$ cat config.mk
export PLATFORM = sky130hd
export DESIGN_NAME = pipeline_ctrl
export DESIGN_NICKNAME = d
export VERILOG_FILES = /design/src/rtl/cpu_types_pkg.sv /design/src/rtl/sat_counter.sv /design/src/rtl/pipeline_ctrl.sv
export SDC_FILE = /design/constraint.sdc
export NUM_CORES = 1
export LEC_CHECK = 0
export ABC_CLOCK_PERIOD_IN_PS = 2200
export CORE_MARGIN = 4
export CORE_UTILIZATION = 42
export CTS_BUF_LIST = sky130_fd_sc_hd__clkbuf_16
export CTS_CLUSTER_DIAMETER = 150
export DETAILED_ROUTE_END_ITERATION = 7
export GPL_TIMING_DRIVEN = 0
export PLACE_DENSITY = 0.84
export REMOVE_ABC_BUFFERS = 1
export SKIP_CTS_REPAIR_TIMING = 1
export SLEW_MARGIN = 10
export SYNTH_ARGS = -nofsm -noshare
export SYNTH_HDL_FRONTEND = slang
export SYNTH_SLANG_ARGS = --single-unit
$ cat constraint.sdc
create_clock -name CLK -period 2.2 [get_ports CLK]
set_input_delay 0.33 -clock CLK [delete_from_list [all_inputs] [get_ports CLK]]
set_output_delay 0.33 -clock CLK [all_outputs]
set_load 0.01 [all_outputs]
$ cat src/rtl/cpu_types_pkg.sv
// Shared types for the pipeline hazard/sequencing controller.
package cpu_types_pkg;
  localparam int REG_W = 5;

  typedef enum logic [1:0] {
    RUN    = 2'd0,
    DRAIN  = 2'd1,
    HALTED = 2'd2
  } pctrl_state_t;
endpackage

$ cat src/rtl/sat_counter.sv
// Up-counter that sticks at all-ones; clr wins over inc.
module sat_counter #(
  parameter int W = 16
) (
  input  logic         clk,
  input  logic         clr,
  input  logic         inc,
  output logic [W-1:0] count
);
  logic [W-1:0] count_reg;

  always_ff @(posedge clk) begin
    if (clr)
      count_reg <= '0;
    else if (inc && (count_reg != {W{1'b1}}))
      count_reg <= count_reg + W'(1);
  end

  assign count = count_reg;
endmodule

$ cat src/rtl/pipeline_ctrl.sv
// Stall/flush/enable controller for the five-stage pipeline, with halt drain
// sequencing and saturating performance counters.
module pipeline_ctrl
  import cpu_types_pkg::*;
#(
  parameter int CNT_W = 16
) (
  input  logic             CLK,
  input  logic             RST,
  input  logic             ihit,
  input  logic             dhit,
  input  logic [REG_W-1:0] ifid_rs,
  input  logic [REG_W-1:0] ifid_rt,
  input  logic             ifid_uses_rt,
  input  logic             idex_dren,
  input  logic [REG_W-1:0] idex_rt,
  input  logic             idex_halt,
  input  logic             ex_redirect,
  input  logic             exmem_dren,
  input  logic             exmem_dwen,
  input  logic             memwb_halt,
  output logic             pc_en,
  output logic             ifid_en,
  output logic             idex_en,
  output logic             exmem_en,
  output logic             memwb_en,
  output logic             ifid_flush,
  output logic             idex_flush,
  output logic             exmem_flush,
  output logic             halt,
  output logic [CNT_W-1:0] cyc_cnt,
  output logic [CNT_W-1:0] stall_cnt,
  output logic [CNT_W-1:0] flush_cnt
);
  pctrl_state_t state_reg, state_next;
  logic         halt_reg;
  logic         dmem_stall, load_use, stall_ev, flush_ev;
  logic [2:0]   cnt_inc;
  logic [CNT_W-1:0] cnt_val [3];

  assign dmem_stall = (exmem_dren | exmem_dwen) & ~dhit;
  assign load_use   = idex_dren & (idex_rt != '0) &
                      ((idex_rt == ifid_rs) | (ifid_uses_rt & (idex_rt == ifid_rt)));

  // Priority chain: the first matching rule owns every output it does not set to 0.
  always_comb begin
    pc_en       = 1'b0;
    ifid_en     = 1'b0;
    idex_en     = 1'b0;
    exmem_en    = 1'b0;
    memwb_en    = 1'b0;
    ifid_flush  = 1'b0;
    idex_flush  = 1'b0;
    exmem_flush = 1'b0;
    stall_ev    = 1'b0;
    flush_ev    = 1'b0;
    if (state_reg == HALTED) begin
    end else if (dmem_stall) begin
      stall_ev = 1'b1;
    end else if (state_reg == DRAIN) begin
      ifid_flush = 1'b1;
      idex_flush = 1'b1;
      exmem_en   = 1'b1;
      memwb_en   = 1'b1;
    end else if (!ihit) begin
      exmem_flush = 1'b1;
      memwb_en    = 1'b1;
      stall_ev    = 1'b1;
    end else if (ex_redirect) begin
      pc_en      = 1'b1;
      ifid_flush = 1'b1;
      idex_flush = 1'b1;
      exmem_en   = 1'b1;
      memwb_en   = 1'b1;
      flush_ev   = 1'b1;
    end else if (load_use) begin
      idex_flush = 1'b1;
      exmem_en   = 1'b1;
      memwb_en   = 1'b1;
      stall_ev   = 1'b1;
    end else begin
      pc_en    = 1'b1;
      ifid_en  = 1'b1;
      idex_en  = 1'b1;
      exmem_en = 1'b1;
      memwb_en = 1'b1;
    end
  end

  // The halt only leaves RUN once it actually moves out of EX.
  always_comb begin
    state_next = state_reg;
    case (state_reg)
      RUN:     if (idex_halt && exmem_en) state_next = DRAIN;
      DRAIN:   if (memwb_halt) state_next = HALTED;
      HALTED:  state_next = HALTED;
      default: state_next = RUN;
    endcase
  end

  always_ff @(posedge CLK) begin
    if (RST) begin
      state_reg <= RUN;
      halt_reg  <= 1'b0;
    end else begin
      state_reg <= state_next;
      if ((state_reg == DRAIN) && memwb_halt)
        halt_reg <= 1'b1;
    end
  end

  assign halt    = halt_reg;
  assign cnt_inc = {flush_ev, stall_ev, state_reg != HALTED};

  for (genvar gi = 0; gi < 3; gi++) begin : g_cnt
    sat_counter #(.W(CNT_W)) u_cnt (
      .clk   (CLK),
      .clr   (RST),
      .inc   (cnt_inc[gi]),
      .count (cnt_val[gi])
    );
  end

  assign cyc_cnt   = cnt_val[0];
  assign stall_cnt = cnt_val[1];
  assign flush_cnt = cnt_val[2];
endmodule

==> impl_metrics.toml <==
[status]
status = "finished, violations left"
violations = "setup timing"

[job]
maxCapViolations = 0

[yosys]
synth_edf_count = 0
syn-cell-area_mm2 = 0.002710
synthCells = 328
netlist-cell-type-count = 44
synth_commonest_cells = "51 x dfxtp_1, 42 x nor2_1, 25 x nand2_1"
ys_seq_area_frac = 0.3767
ys_warn_count = 0
yosys.area.top_type = "dfxtp_1"
synth_top_cell_area_share = 0.3767
synth.area.top_cells = "dfxtp_1 38%, nor2_1 5.8%, xor2_1 5.8%, xnor2_1 4.5%, a21oi_1 3.9%"
async_reset_ff_frac = 0
synth_seq_cells = 51
synth_area_per_cell_um2 = 8.262
ys.flop_type = "dfxtp_1"
yosysMostFrequentCell = "dfxtp_1"

[floorplan]
dieArea_mm2 = 0.007802
die_w_um = 88.33
die_y_um = 88.33
rows = 29
coreArea_mm2 = 0.006314
pin_count = 83
initial_core_util = 0.4293

[timing]
max_slew_margin = 0.6248
post-route-min-period_ns = 2.227
worst_slew_pin_slew_ns = 0.5628
fmax_mhz = 449.1
setup_violations = 6
worst_slack_ns = -0.02660
slew_viol_final = 0
setup-tns-final_ns = -0.09552
rsz0062_at_grt = "yes"
min_period_over_period = 1.012
hold_viol_final = 0
clock_skew_ns = 0.004541

[critical_path]
crit_path_start_kind = "flip-flop"
crit_arrival_ns = 2.44
crit_required_ns = 2.41
crit_path_end_kind = "flip-flop"
worstPathMaxFanout = 7
worstRegToRegCells = 6
critPathKind = "reg2reg"
r2r_start = "state_reg[1]"
r2r_slack_ns = -0.03
reg2reg_to = "g_cnt[1].u_cnt.count[6]"

[placement]
io_buffers = 82
gp_congestion = 0.8341
place_inst = 475
place_ws_ns = -0.8137
hpwlAfterDp_um = 4880

[global_route]
grt_start_max_net_pins = 29
track_usage = 0.1713
overflow = 0
grt_pass1_vias = 2509
antenna_found_initial = 0
grt_pass1_wl_um = 10960

[worst_hold_path]
whs_endpoint = "halt"
worstHoldPathType = "reg2reg"
holdCritStartpoint = "halt"
whs_path_depth = 2

[layout]
drive_gt1_frac = 0.1381
post_layout_nonfiller_instances = 497
largest_register_ffs = 48
area_growth_pct = 49.95
layout.nets = 452
n_antenna_cell = 0

[route]
vias = 2753
ant_nets = 0
drt-pass1-iter-count = 4
drc = 0
wirelength_um = 7403
vias_per_cell = 5.539
first_iter_violations = 68
avgRoutedWirePerCell_um = 14.90

[clock_tree]
path_clk_slew_ns = 0.07
root_buffer = "clkbuf_16"
insertion_delay_ns = 0.28
cts_buffers = 5
cts_buffer_depth = 2
htree_num_levels = 2
tritoncts = "done"
clock_sinks = 51

[power_and_ir_drop]
vdd_ir_drop_max_mv = 0.4493
cellPowerDensity_mw_per_mm2 = 698.3
p_leak_nw = 1.602
[per-stage QoR]
step | total power, mW | instance area [um2] | utilization | hold WS (ns)
6_report | 2.838 | 4064 | 0.6437 | 0.4782
5_1_grt | 2.991 | 4064 | 0.6437 | 0.5219
4_1_cts | 2.672 | 3754 | 0.5945 | 0.4802
3_5_place_dp | 1.789 | 3586 | 0.5680 | 0.4630
3_3_place_gp | 1.758 | 3563 | 0.5644 | 0.4526
2_1_floorplan | 1.460 | 2646 | - | 0.3991
[metal layers]
metal / up-vias / part of all wire / GRT usage
met5: - / 0 / 0
met4: 0 / 0.0099 / 0.04258
met3: 8 / 0.070 / 0.04562
met2: 93 / 0.50 / 0.3052
met1: 1292 / 0.42 / 0.2044
li1: 1360 / - / -
[kinds of logic (layout without fill, tap and decap cells)]
family	Yosys count	after routing	synth area share
flops	51	51	0.3767
simple gates	156	156	0.3070
mux	6	6	0.02308
compound gates	52	54	0.1187
fa+ha+maj	7	7	0.03232
buf+inv	24	114	0.03878
xor+xnor	32	32	0.1034
[power breakdown]
part	leakage [nW]	switching [mW]	total (mW)	internal (mW)
clock network	0.0818	0.345	0.883	0.537
registers	0.414	0.0750	1.07	0.993
logic	1.11	0.441	0.887	0.446
[critical path: stages, from the launching register on]
cell and delay (ns):
dfxtp_4 0.34, buf_4 0.14, ha_4 0.17, or4_4 0.56, o22a_4 0.26, or4_1 0.51, a21oi_1 0.16
[cell usage in the layout, fill, tap and decap left out, types with 10 or more instances in the layout]
cell type,synthesis,routed
clkdlybuf4s50_1,0,59
dfxtp_1,51,49
nor2_1,42,42
nand2_1,25,24
dlymetal6s2s_1,0,19
xor2_1,18,18
a21oi_1,21,18
xnor2_1,14,14
nand3_1,12,12
o21ai_0,12,12
buf_4,1,12
nand4_1,10,10
[cell type report]
class                   instances  area [um2]
clock inverters                 3       42.54
repair buffers                 95       965.9
well taps                      77       96.34
flip-flops and latches         51        1028
inverters                      11       41.29
fillers                       550        2250
clock buffers                   5       125.1
multi-input cells             255        1764
[how the worst max path moves through the flow]
stage,from,end,slack [ns],cells past startpoint
after global placement,idex_rt[1],ifid_en,-0.78,6
after floorplan,state_reg[0],g_cnt[1].u_cnt.count[15],-0.1,6
after CTS,idex_rt[2],idex_en,-0.84,7
after detailed placement,idex_rt[2],idex_en,-0.81,7
final,state_reg[1],g_cnt[1].u_cnt.count[6],-0.03,6
after global routing,state_reg[1],g_cnt[1].u_cnt.count[6],-0.09,6
(Power assumes the default switching activity.)
